==> src/rtl/contador_pkg.sv <==
// Shared constants for the multi-digit BCD counter and its display decoder.
// Segment constants are active-high, ordered {a,b,c,d,e,f,g}.
package contador_pkg;

   localparam logic [3:0] BCD_MAX = 4'd9;

   localparam logic [6:0] SEG_0 = 7'b1111110;
   localparam logic [6:0] SEG_1 = 7'b0110000;
   localparam logic [6:0] SEG_2 = 7'b1101101;
   localparam logic [6:0] SEG_3 = 7'b1111001;
   localparam logic [6:0] SEG_4 = 7'b0110011;
   localparam logic [6:0] SEG_5 = 7'b1011011;
   localparam logic [6:0] SEG_6 = 7'b1011111;
   localparam logic [6:0] SEG_7 = 7'b1110000;
   localparam logic [6:0] SEG_8 = 7'b1111111;
   localparam logic [6:0] SEG_9 = 7'b1111011;

   // Counter width for a divider of n states; never below one bit.
   function automatic int largura(input int n);
      return (n > 1) ? $clog2(n) : 1;
   endfunction

endpackage

==> src/rtl/decodificador_bcd_7seg.sv <==
// Combinational BCD digit to active-high a..g segment pattern.
// Polarity for the board is applied by the parent.
module decodificador_bcd_7seg
   import contador_pkg::*;
(
   input  logic [3:0] bcd,
   output logic [6:0] seg
);

   always_comb begin
      seg = SEG_0;
      case (bcd)
         4'd0:    seg = SEG_0;
         4'd1:    seg = SEG_1;
         4'd2:    seg = SEG_2;
         4'd3:    seg = SEG_3;
         4'd4:    seg = SEG_4;
         4'd5:    seg = SEG_5;
         4'd6:    seg = SEG_6;
         4'd7:    seg = SEG_7;
         4'd8:    seg = SEG_8;
         4'd9:    seg = SEG_9;
         default: seg = SEG_0;
      endcase
   end

endmodule

==> src/rtl/contador_automatico_bcd_multidigito.sv <==
// Free-running multi-digit BCD up/down counter with prescaler, load,
// wrap flag and a time-multiplexed 7-segment display driver.
module contador_automatico_bcd_multidigito
   import contador_pkg::*;
#(
   parameter int DIGITOS         = 4,
   parameter int DIV_CONTAGEM    = 25_000_000,
   parameter int DIV_VARREDURA   = 50_000,
   parameter int SEG_ATIVO_BAIXO = 1
)(
   input  logic                   clock_inicial,
   input  logic                   reset,
   input  logic                   habilita,
   input  logic                   sentido,
   input  logic                   carga,
   input  logic [4*DIGITOS-1:0]   valor_carga,
   output logic [4*DIGITOS-1:0]   S,
   output logic                   tick,
   output logic                   estouro,
   output logic [DIGITOS-1:0]     seletor,
   output logic                   a,
   output logic                   b,
   output logic                   c,
   output logic                   d,
   output logic                   e,
   output logic                   f,
   output logic                   g
);

   localparam int WP = largura(DIV_CONTAGEM);
   localparam int WV = largura(DIV_VARREDURA);
   localparam int WI = largura(DIGITOS);

   localparam logic [WP-1:0] PRE_FIM = WP'(DIV_CONTAGEM - 1);
   localparam logic [WV-1:0] VAR_FIM = WV'(DIV_VARREDURA - 1);
   localparam logic [WI-1:0] IDX_FIM = WI'(DIGITOS - 1);
   localparam logic          POL_BX  = (SEG_ATIVO_BAIXO != 0);

   localparam logic [DIGITOS-1:0] SEL_0 = DIGITOS'(1);

   logic [WP-1:0]          pre;
   logic [WV-1:0]          varre;
   logic [WI-1:0]          idx;
   logic                   fim_pre;
   logic                   fim_var;
   logic [4*DIGITOS-1:0]   s_prox;
   logic [4*DIGITOS-1:0]   carga_lim;
   logic                   vai;
   logic [3:0]             dig;
   logic [3:0]             dig_sel;
   logic [DIGITOS-1:0]     sel_quente;
   logic [6:0]             seg_dec;
   logic [6:0]             seg_r;
   logic [DIGITOS-1:0]     sel_r;

   assign fim_pre = (pre == PRE_FIM);
   assign fim_var = (varre == VAR_FIM);

   // Load and reset both suppress the step, so the pulse is gated here.
   assign tick = !reset && habilita && !carga && fim_pre;

   // Ripple carry/borrow through the digit chain; vai left set means wrap.
   always_comb begin
      s_prox = S;
      vai    = 1'b1;
      dig    = 4'd0;
      for (int i = 0; i < DIGITOS; i++) begin
         dig = S[4*i +: 4];
         if (vai) begin
            if (sentido) begin
               if (dig == BCD_MAX) begin
                  s_prox[4*i +: 4] = 4'd0;
               end else begin
                  s_prox[4*i +: 4] = dig + 4'd1;
                  vai = 1'b0;
               end
            end else begin
               if (dig == 4'd0) begin
                  s_prox[4*i +: 4] = BCD_MAX;
               end else begin
                  s_prox[4*i +: 4] = dig - 4'd1;
                  vai = 1'b0;
               end
            end
         end
      end
   end

   always_comb begin
      carga_lim = valor_carga;
      for (int i = 0; i < DIGITOS; i++) begin
         if (valor_carga[4*i +: 4] > BCD_MAX) begin
            carga_lim[4*i +: 4] = BCD_MAX;
         end
      end
   end

   always_ff @(posedge clock_inicial) begin
      if (reset) begin
         S       <= '0;
         pre     <= '0;
         estouro <= 1'b0;
      end else if (carga) begin
         S       <= carga_lim;
         pre     <= '0;
         estouro <= 1'b0;
      end else begin
         estouro <= tick && vai;
         if (habilita) begin
            pre <= fim_pre ? '0 : pre + WP'(1);
         end
         if (tick) begin
            S <= s_prox;
         end
      end
   end

   always_comb begin
      dig_sel    = 4'd0;
      sel_quente = '0;
      for (int i = 0; i < DIGITOS; i++) begin
         if (idx == WI'(i)) begin
            dig_sel       = S[4*i +: 4];
            sel_quente[i] = 1'b1;
         end
      end
   end

   decodificador_bcd_7seg u_dec (
      .bcd (dig_sel),
      .seg (seg_dec)
   );

   // Select and segments are registered together from one index value.
   always_ff @(posedge clock_inicial) begin
      if (reset) begin
         varre <= '0;
         idx   <= '0;
         sel_r <= POL_BX ? ~SEL_0 : SEL_0;
         seg_r <= POL_BX ? ~SEG_0 : SEG_0;
      end else begin
         varre <= fim_var ? '0 : varre + WV'(1);
         if (fim_var) begin
            idx <= (idx == IDX_FIM) ? '0 : idx + WI'(1);
         end
         sel_r <= POL_BX ? ~sel_quente : sel_quente;
         seg_r <= POL_BX ? ~seg_dec : seg_dec;
      end
   end

   assign seletor = sel_r;
   assign {a, b, c, d, e, f, g} = seg_r;

endmodule
==> config.mk <==
export PLATFORM = sky130hd
export DESIGN_NAME = contador_automatico_bcd_multidigito
export DESIGN_NICKNAME = d
export VERILOG_FILES = /design/src/rtl/contador_pkg.sv /design/src/rtl/decodificador_bcd_7seg.sv /design/src/rtl/contador_automatico_bcd_multidigito.sv
export SDC_FILE = /design/constraint.sdc
export NUM_CORES = 1
export LEC_CHECK = 0
export ABC_AREA = 0
export BUFFER_PORTS_ARGS = -buffer_cell sky130_fd_sc_hd__buf_2
export CAP_MARGIN = 30
export CORE_AREA = 2 2 91 93
export CTS_CLUSTER_SIZE = 28
export DETAILED_ROUTE_END_ITERATION = 8
export DIE_AREA = 0 0 93 95
export GPL_TIMING_DRIVEN = 0
export PLACE_DENSITY_LB_ADDON = 0.25
export SLEW_MARGIN = 20
export SYNTH_ARGS = -nofsm -noshare
export SYNTH_HDL_FRONTEND = slang
export SYNTH_SLANG_ARGS = --single-unit
==> constraint.sdc <==
create_clock -name clock_inicial -period 5.7 [get_ports clock_inicial]
set_input_delay 0.285 -clock clock_inicial [delete_from_list [all_inputs] [get_ports clock_inicial]]
set_output_delay 0.285 -clock clock_inicial [all_outputs]
set_load 0.02 [all_outputs]
## After elaboration in Yosys (flattened, before gate mapping)

Memories as Yosys holds them, arrays and structs flattened.
Cells that the tools add are included.

- Logic and storage cells: 103
- Bits in latches: 0
- RAM bits: 0
- ROM bits: 112
- Memories kept: 1
- Bits in registers: 71

Memory list:

| name | words | bits a word | rd ports | clocked after Yosys merged registers in | write ports | RTL line | text |
|---|---|---|---|---|---|---|---|
| (name not given) | 16 | 7 | 1 | 0 | 0 | decodificador_bcd_7seg.sv:12 | `case (bcd)` |

- Multiply operators: 0
- Equal/unequal tests: 9
- Reduce and logical (&&, ||, !) cells: 20
- Magnitude comparators: 4
- Mux-type cells: 46
- Bitwise logic cells: 2
- Shifts and indexed selects: 0
- Div/mod/pow operators: 0
- Add/sub/neg operators: 11

Operators with widths:

| kind | number |
|---|---|
| 2-to-1 mux 4 bit | 23 |
| 2-to-1 mux 16 bit | 2 |
| adder 25 x 1 -> 25 bit (second input constant) | 1 |
| equality test 25 bit (second input constant) | 1 |
| 2-to-1 mux 25 bit | 1 |
| 2-to-1 mux 1 bit | 19 |
| adder 16 x 1 -> 16 bit (second input constant) | 1 |
| adder 4 x 1 -> 4 bit (second input constant) | 4 |
| equality test 16 bit (second input constant) | 1 |
| equality test 4 bit (second input constant) | 4 |
| > comparator 4 bit (second input constant) | 4 |
| zero test 4 bit | 4 |
| subtractor 4 x 1 -> 4 bit (second input constant) | 4 |
| nonzero test 2 bit | 4 |
| inverter 7 bit | 1 |
| AND reduction 2 bit | 3 |
| equality test 2 bit (second input constant) | 2 |
| logical AND 1 bit | 4 |
| inverter 4 bit | 1 |
| OR reduction 2 bit | 2 |
| adder 2 x 1 -> 2 bit (second input constant) | 1 |
| equality test 2 x 1 -> 1 bit (second input constant) | 1 |
| zero test 1 bit | 2 |
| zero test 2 bit | 1 |
| 2-to-1 mux 2 bit | 1 |

## Depth between registers and ports, before layout

Gate-level depths: netlist (run 1).

- Word-level depth: 8
- Mapped depth: 10

## By module

From an unflattened synthesis (run 1), not the netlist that was laid out.

- Cell total of the unflattened synthesis: 531
- Area, all modules: 4229.1 um^2

By module, submodules not included:

| module | area an instance (um^2) | cells each | times used |
|---|---|---|---|
| contador_automatico_bcd_multidigito | 4041.4 | 507 | 1 |
| decodificador_bcd_7seg | 187.7 | 24 | 1 |

## Worst setup path after synthesis (run 1)

No wires, ideal clock.

- Kind: reg2reg
- Start point: register idx[0]
- End point: register seg_r[2]
- Required time: 5572 ps
- Period minus slack after synthesis: 2044 ps
- Stages on the path, launching flop included: 11
- Library setup time: 128 ps
- Path slack: 3656 ps
- Arrival: 1916 ps
- Cell sequence: dfxtp_1 inv_1 ha_1 clkbuf_1 nor3b_1 a211oi_1 inv_1 ha_1 mux2i_1 o22a_1 nor2_1

- Cells in the longest elaborated chain, start to end: 7
- Elaborated cells between the ends (all ways): 10

RTL lines:

| element | RTL line | text |
|---|---|---|
| start, declared | contador_automatico_bcd_multidigito.sv:43 | `logic [WI-1:0] idx;` |
| start signal, assigned | contador_automatico_bcd_multidigito.sv:144 | `idx <= (idx == IDX_FIM) ? '0 : idx + WI'(1);` |
| zero test 2 bit | contador_automatico_bcd_multidigito.sv:122 | `if (idx == WI'(i)) begin` |
| 2-to-1 mux 4 bit (3 in series) | contador_automatico_bcd_multidigito.sv:122 |  |
| 2-to-1 mux 4 bit (*) | contador_automatico_bcd_multidigito.sv:122 |  |
| memory (16 x 7 bit) (*) | -- |  |
| inverter 7 bit (*) | contador_automatico_bcd_multidigito.sv:147 | `seg_r <= POL_BX ? ~seg_dec : seg_dec;` |
| end signal, assigned | contador_automatico_bcd_multidigito.sv:140 | `seg_r <= POL_BX ? ~SEG_0 : SEG_0;` |
| end signal, assigned | contador_automatico_bcd_multidigito.sv:147 |  |
| end, declared | contador_automatico_bcd_multidigito.sv:53 | `logic [6:0] seg_r;` |

Mark *: on every way between the ends. The rest lies on a longest branch, timed or not.
A chain may end at the register's enable or synchronous reset.

## Worst setup path in the final report (run 1)

Same ends and word-level chain as after synthesis.

==> results by group, run 1 <==
Placed design
  – Detail Placement HPWL: roughly 7000 um
  – Pre-CTS WS: 3.32 ns
  – PortBufs: 48
  – Placed cell count: 665
  – GP Congestion: between 0.9 and 1

Power
  – NetSw: slightly below 0.0003 W
  – Peak supply drop: around 0.14 mV
  – Comb pwr share: 0.148
  – Clock power share: 0.365
  – Leakage: 1.81 nW
  – Pwr dens: around 220 nW/um^2
  – Part of the power in registers: 0.487
  – Net Sw Frac: 0.279
  – Cell internal pwr: 0.000764 W
  – Pwr Total: approximately 0.0011 W

Timing
  – Setup_tns: 0 ns
  – Final Hold Fails: 0
  – RSZ-0062 raised after global routing: false
  – Tightest Pin Transition: about 0.71 ns
  – Post-layout min period: 2.51 ns
  – Final period util: 0.440
  – Setup ws final: roughly 3.2 ns
  – Slew headroom: 0.524
  – Worst Skew: between 0.01 and 0.015 ns
  – Hold Worst Slack: between 0.15 and 0.2 ns
  – Final setup fails: 0
  – Slew Limit Fails: 0
  – Max frequency: between 0.3 and 0.4 GHz

Critical path
  – RR Startpoint: idx[0]
  – CP max-delay cell: a211oi_1
  – Crit path capture type: flop
  – Cell Chain, Critical Path: inv_1, ha_1, clkbuf_1, nor3b_1, a211oi_1, inv_1, ha_1, mux2i_1, o22a_1, nor2_1
  – R2R Setup Slk: 3.19 ns
  – Crit. Startpoint: idx[0]
  – CP required: between 5 and 6 ns
  – Arrival @ worst endpoint: 2.72 ns
  – Critical Path Fanout Max: 9
  – CP peak stage delay: ~0.50 ns
  – WS Path Type: reg2reg
  – Worst Reg-to-Reg Cells: 10
  – Crit start category: flop
  – CP Capture Point: seg_r[2]
  – Reg2reg end: seg_r[2]

Floorplanning
  – # rows: 33
  – Die X: 93 um
  – Placeable Area: about 7900 sq um
  – Initial Util: 0.529
  – I/O Pins: 50
  – Die Span Y: 95 um
  – Die area: 8840 sq um

Logic synthesis
  – Post-synth top flop: dfxtp_1
  – Yosys warns: 0
  – Seq cells post-synth: 71
  – Syn Nets: approximately 540
  – Syn_area_per_cell: 8.19 sq um
  – Netlist cell types: 63
  – Yosys top cell area share: 0.339
  – Yosys top cell by area: dfxtp_1
  – Synth Cell Area: around 4200 sq um
  – EDFF count, synth: 0
  – Post-synth ARST share: 0
  – Gate Count Post-Synth: 512
  – Post-synthesis sequential area ratio: 0.339
  – Area contributors post-synth: dfxtp_1 34%, nor2_1 7.0%, xnor2_1 5.8%, xor2_1 3.6%, nand2_1 3.4%

Detailed routing
  – DRC marker count from the first detailed-route iteration: 304
  – Drt wl/cell: 14.4 um
  – Via/cell ratio: 5.74
  – DRC: 0
  – Routed via count: 3,902
  – Final WL: 9780 um
  – Antenna viol nets, final: 0
  – Drt pass-1 iters: 5

Clock network
  – Number of setup buffers added after CTS: 0
  – H-tree lvl count: 3
  – CTS max path bufs: 2
  – TritonCTS clock tree: yes
  – CTS resizes: 0
  – CTS Hold Buffers Added: 0
  – Clock Latency Late Sink: 0.36 ns
  – CTS sink count: between 70 and 80
  – CTS Buf Count: 9
  – CTS Root Buffer Type: clkbuf_8
  – Worst-path clk slew: 0.07 ns

Global route
  – Met1 Resource Use GR: 0.342
  – Initial antenna violation count: 0
  – First-pass GRT wire length: 16,900 um
  – Overall routing resource usage: 0.240
  – Largest net degree at the start of global routing: 12
  – GRT met3 Usage: 0.0559
  – Met2 Track Usage GR: 0.357
  – Vias in the first global route: 3,582
  – GRT Max-Usage Layer: met2
  – Grt total ovfl: 0

Cells and area
  – Non-Filler Instances: 680
  – Layout cell share with drive strength beyond 1: 0.167
  – Antenna Cells: 0
  – Area growth syn-to-layout: 13.1%
  – Final-stage net count: 602

Worst hold path
  – Hold wc startpoint: valor_carga[2]
  – Worst Hold Class: in2reg

Run status
  – Outcome: finished, final reports clean

Flow run
  – Max-cap violations: 0
[sequential cells by signal, summed over array words and instances (netlist names)]
| register | flops |
|---|---|
| idx | 2 |
| pre | 25 |
| seletor | 4 |
| varre | 16 |
| seg_r | 7 |
| S | 16 |
| estouro | 1 |
[power by group through the flow]
stage / Clock, W / Sequential, W / Combinational [W]
after floorplan: 0 / 0.000539 / 0.0000973
after global placement: 0 / 0.000527 / 0.000151
after detailed placement: 0 / 0.000527 / 0.000154
after CTS: 0.000393 / 0.000515 / 0.000155
after global routing: 0.000417 / 0.000517 / 0.000174
final: 0.000387 / 0.000516 / 0.000157
[how the worst min path moves through the flow]
| stage | cells past startpoint | slack [ns] | endpoint |
|---|---|---|---|
| floorplan | 2 | 0.39 | S[2] |
| global placement | 1 | 0.45 | varre[0] |
| detailed placement | 1 | 0.46 | varre[0] |
| CTS | 3 | 0.14 | S[2] |
| global route | 3 | 0.17 | S[3] |
| finish | 3 | 0.15 | S[2] |
[per-layer routing]
metal / wire, um / up-vias
met1: 4750 / 1825
met5: 0 / -
met2: 4250 / 133
met4: 148 / 0
met3: 636 / 11
li1: - / 1933
[cell families (layout without fill, tap and decap cells)]
| logic type | Yosys count | in the layout | synth area share |
|---|---|---|---|
| buf+inv | 50 | 113 | 0.0531 |
| xor+xnor | 45 | 45 | 0.0940 |
| fa+ha+maj | 10 | 10 | 0.0298 |
| flops | 71 | 71 | 0.339 |
| simple gates | 239 | 239 | 0.311 |
| mux | 11 | 11 | 0.0269 |
| compound gates | 86 | 86 | 0.146 |
[through the flow]
stage          instance area (sq um)  utilization
2_1_floorplan                   4190            -
3_3_place_gp                    4570        0.576
3_5_place_dp                    4570        0.576
4_1_cts                         4740        0.598
5_1_grt                         4740        0.598
6_report                        4740        0.598
[placed cells by master (no fill, tap or decap), types with 4 or more instances in the layout]
cell | Yosys | layout
o21a_1 | 4 | 4
inv_1 | 13 | 13
xor2_1 | 17 | 17
and3_1 | 12 | 12
dfxtp_1 | 71 | 71
a21oi_1 | 13 | 13
clkbuf_1 | 17 | 19
nand4_1 | 11 | 11
or3_1 | 4 | 4
nor4_2 | 4 | 4
mux2i_1 | 9 | 9
ha_1 | 10 | 10
o21ai_0 | 16 | 16
nand2b_1 | 4 | 4
nand2_1 | 38 | 38
a211oi_1 | 10 | 10
and4_1 | 4 | 4
o211a_1 | 4 | 4
and2_1 | 5 | 5
nor4_1 | 10 | 10
nor3_1 | 21 | 21
o22ai_1 | 7 | 7
nor3b_1 | 8 | 8
buf_2 | 13 | 61
nand3b_1 | 5 | 5
nor2b_1 | 7 | 7
nor2_1 | 78 | 78
xnor2_1 | 28 | 28
clkbuf_8 | 0 | 9
nand3_1 | 17 | 17
[worst max-delay path, delay by kind of cell, from the launching register on]
family | cells | cell delay (ns)
AO/OA/AOI/OAI | 2 | 0.66
AND/OR/NAND/NOR | 2 | 0.22
flip-flops | 1 | 0.41
adder cells (fa/ha/maj) | 2 | 0.46
buffers and inverters | 3 | 0.41
multiplexers | 1 | 0.22
[Yosys cell counts, drive strengths merged (4+ instances only)]
library cell,count
nand4,13
or3,4
o211a,4
a21oi,13
a221oi,4
ha,10
o21ai,18
nor3,21
nand3b,5
and3,12
nor3b,8
nand2,38
a211oi,11
clkbuf,17
nor2b,7
nand2b,4
inv,14
nor2,78
xnor2,28
and2,5
and4,4
dfxtp,71
mux2i,9
o21a,4
nand3,17
nor4,14
buf,19
o22ai,7
xor2,17
[final cells by class]
cell class / instances / area [sq um]
repair buffers: 48 / 240
clock inverters: 4 / 47.5
clock buffers: 11 / 131
plain buffers: 36 / 170
flip-flops and latches: 71 / 1420
fillers: 741 / 3180
well taps: 105 / 131
multi-input cells: 391 / 2550
inverters: 14 / 52.6
Note: power is estimated with default switching activity, not from simulation.
==> inputs of run 2 (changes only) <==
clock period = 2.35 ns   (was 5.7 ns; I/O delays follow)
==> run 2 against run 1 <==
Compared with the run above: worst hold slack lost 0.15 ns; die area unchanged; setup slack got worse by 3.0 ns; via count increased by 0.82%; flip-flop and latch count did not move; final cell count increased by 0.44%; clock skew barely moved; clock-buffer cell count is the same; sequential share of layout area shrank 0.31 points; critical path depth shrank 1; cell area up 1.1%; critical path type unchanged.
==> results by group, run 2 (synthesis gave the netlist of run 1 again) <==
Run status
  – Outcome: finished, final reports clean (unchanged)

Timing
  – Final period util: 0.931 (was 0.440)
  – Max frequency: 0.457 GHz (was 0.399 GHz)
  – Tightest Pin Transition: 0.707 ns (about the same)
  – Worst Skew: 0.0143 ns (about the same)
  – Final setup fails: 0 (unchanged)
  – Final Hold Fails: 0 (unchanged)
  – RSZ-0062 raised after global routing: true (was false)
  – Slew Limit Fails: 0 (unchanged)
  – Post-layout min period: 2.19 ns (was 2.51 ns)
  – Slew headroom: 0.524 (about the same)

Power
  – Pwr dens: 537 nW/um^2 (was 223 nW/um^2)
  – Leakage: 1.83 nW (was 1.81 nW)
  – Peak supply drop: 0.343 mV (was 0.139 mV)
  – Pwr Total: 0.00258 W (was 0.00106 W)

Critical path
  – Worst Reg-to-Reg Cells: 9 (was 10)
  – Crit path capture type: flop (unchanged)
  – WS Path Type: reg2reg (unchanged)
  – CP required: 2.63 ns (was 5.91 ns)
  – Arrival @ worst endpoint: 2.47 ns (was 2.72 ns)
  – Critical Path Fanout Max: 9 (unchanged)
  – Crit start category: flop (unchanged)
  – R2R Setup Slk: 0.16 ns (was 3.19 ns)

Clock network
  – CTS Root Buffer Type: clkbuf_8 (unchanged)
  – H-tree lvl count: 3 (unchanged)
  – CTS sink count: 71 (unchanged)
  – CTS Buf Count: 9 (unchanged)
  – CTS max path bufs: 2 (unchanged)
  – TritonCTS clock tree: yes (unchanged)
  – Clock Latency Late Sink: 0.36 ns (about the same)
  – Worst-path clk slew: 0.07 ns (about the same)

Global route
  – First-pass GRT wire length: 17,000 um (was 16,900 um)
  – Grt total ovfl: 0 (unchanged)
  – Vias in the first global route: 3,607 (was 3,582)
  – Initial antenna violation count: 0 (unchanged)
  – Overall routing resource usage: 0.242 (was 0.240)
  – Largest net degree at the start of global routing: 12 (unchanged)

Detailed routing
  – Via/cell ratio: 5.76 (was 5.74)
  – Final WL: 9830 um (was 9780 um)
  – Drt pass-1 iters: 5 (unchanged)
  – Antenna viol nets, final: 0 (unchanged)
  – Routed via count: 3,934 (was 3,902)
  – Drt wl/cell: 14.4 um (about the same)
  – DRC: 0 (unchanged)
  – DRC marker count from the first detailed-route iteration: 276 (was 304)

Cells and area
  – Most flops, register: pre (unchanged)
  – Area growth syn-to-layout: 14.4% (was 13.1%)
  – Layout cell share with drive strength beyond 1: 0.176 (was 0.167)
  – Final-stage net count: 605 (was 602)
  – Design area: 4800 sq um (was 4740 sq um)
  – Antenna Cells: 0 (unchanged)
  – Non-Filler Instances: 683 (was 680)
  – Most frequent cells in the layout: 78 x nor2_1, 70 x dfxtp_1, 61 x buf_2 (was 78 x nor2_1, 71 x dfxtp_1, 61 x buf_2)
  – Max reg flops: 25 (unchanged)
  – Biggest regs: pre: 25 flops, S: 16 flops, varre: 16 flops (unchanged)
  – Most common cell after layout, fill and taps aside: nor2_1 (unchanged)

Floorplanning
  – # rows: 33 (unchanged)
  – I/O Pins: 50 (unchanged)
  – Die X: 93 um (unchanged)
  – Placeable Area: 7930 sq um (unchanged)
  – Die Span Y: 95 um (unchanged)
  – Die area: 8840 sq um (unchanged)
  – Initial Util: 0.529 (unchanged)

Worst hold path
  – Worst Hold Class: in2reg (unchanged)
  – WHS Path Cells: 3 (unchanged)

Placed design
  – Placed cell count: 665 (unchanged)
  – PortBufs: 48 (unchanged)
  – Dpl cell area: 4570 sq um (unchanged)
  – GP Congestion: 0.934 (unchanged)
  – Detail Placement HPWL: 6960 um (unchanged)

Flow run
  – Max-cap violations: 0 (unchanged)
run 2: per-stage QoR:
stage / util / worst slack (ns) / setup TNS, ns / hold WS, ns
after floorplan: - / 0.306 / 0 / 0.226
after global placement: 0.576 / 0.0490 / 0 / 0.339
after detailed placement: 0.576 / -0.0299 / -0.0299 / 0.336
after CTS: 0.604 / 0.0644 / 0 / 0.00131
after global routing: 0.605 / -0.00585 / -0.00585 / 0.0216
final: 0.605 / 0.163 / 0 / 0.00376
run 2: area by class of cell:
cell class                      count  area, sq um
Fill cell                         734         3130
Timing Repair Buffer               52          278
Sequential cell                    71         1420
Inverter                           14         52.6
Buffer                             35          166
Multi-Input combinational cell    391         2570
Clock buffer                       11          131
Clock inverter                      4         47.5
Tap cell                          105          131
run 2: routing by layer:
metal,GRT usage,vias to the layer above,part of all wire,wire (um)
met4,0.0760,0,0.016,158
met2,0.366,133,0.44,4300
met1,0.342,1854,0.49,4770
met3,0.0559,12,0.061,599
met5,0,-,0,0
li1,-,1935,-,-
run 2: where the power goes:
group	total, W	internal, W	switching (W)
logic	0.000389	0.000144	0.000245
registers	0.00125	0.00123	0.0000174
clock network	0.000939	0.000482	0.000458
total	0.00258	0.00186	0.000720
run 2: worst max-delay path: stages, from the launching register on:
cell      delay (ns)
dfxtp_2         0.35
inv_1           0.08
ha_1            0.15
clkbuf_1        0.29
a211oi_1        0.11
a211oi_2        0.43
ha_1            0.30
mux2i_2         0.10
o22a_1          0.22
nor2_1          0.09
run 2: what timing repair did:
action,4_1_cts,5_1_grt
hold buffers,3,0
gates resized for setup,2,3
endpoints found under the hold margin,3,0
buffers inserted,0,1
setup endpoints to repair,1,11
pin swaps,0,1
run 2: final timing paths:
kind,from,end
min,valor_carga[11],S[11]
max,idx[0],seg_r[2]
max reg2reg,idx[0],seg_r[2]
min reg2reg,varre[0],varre[0]
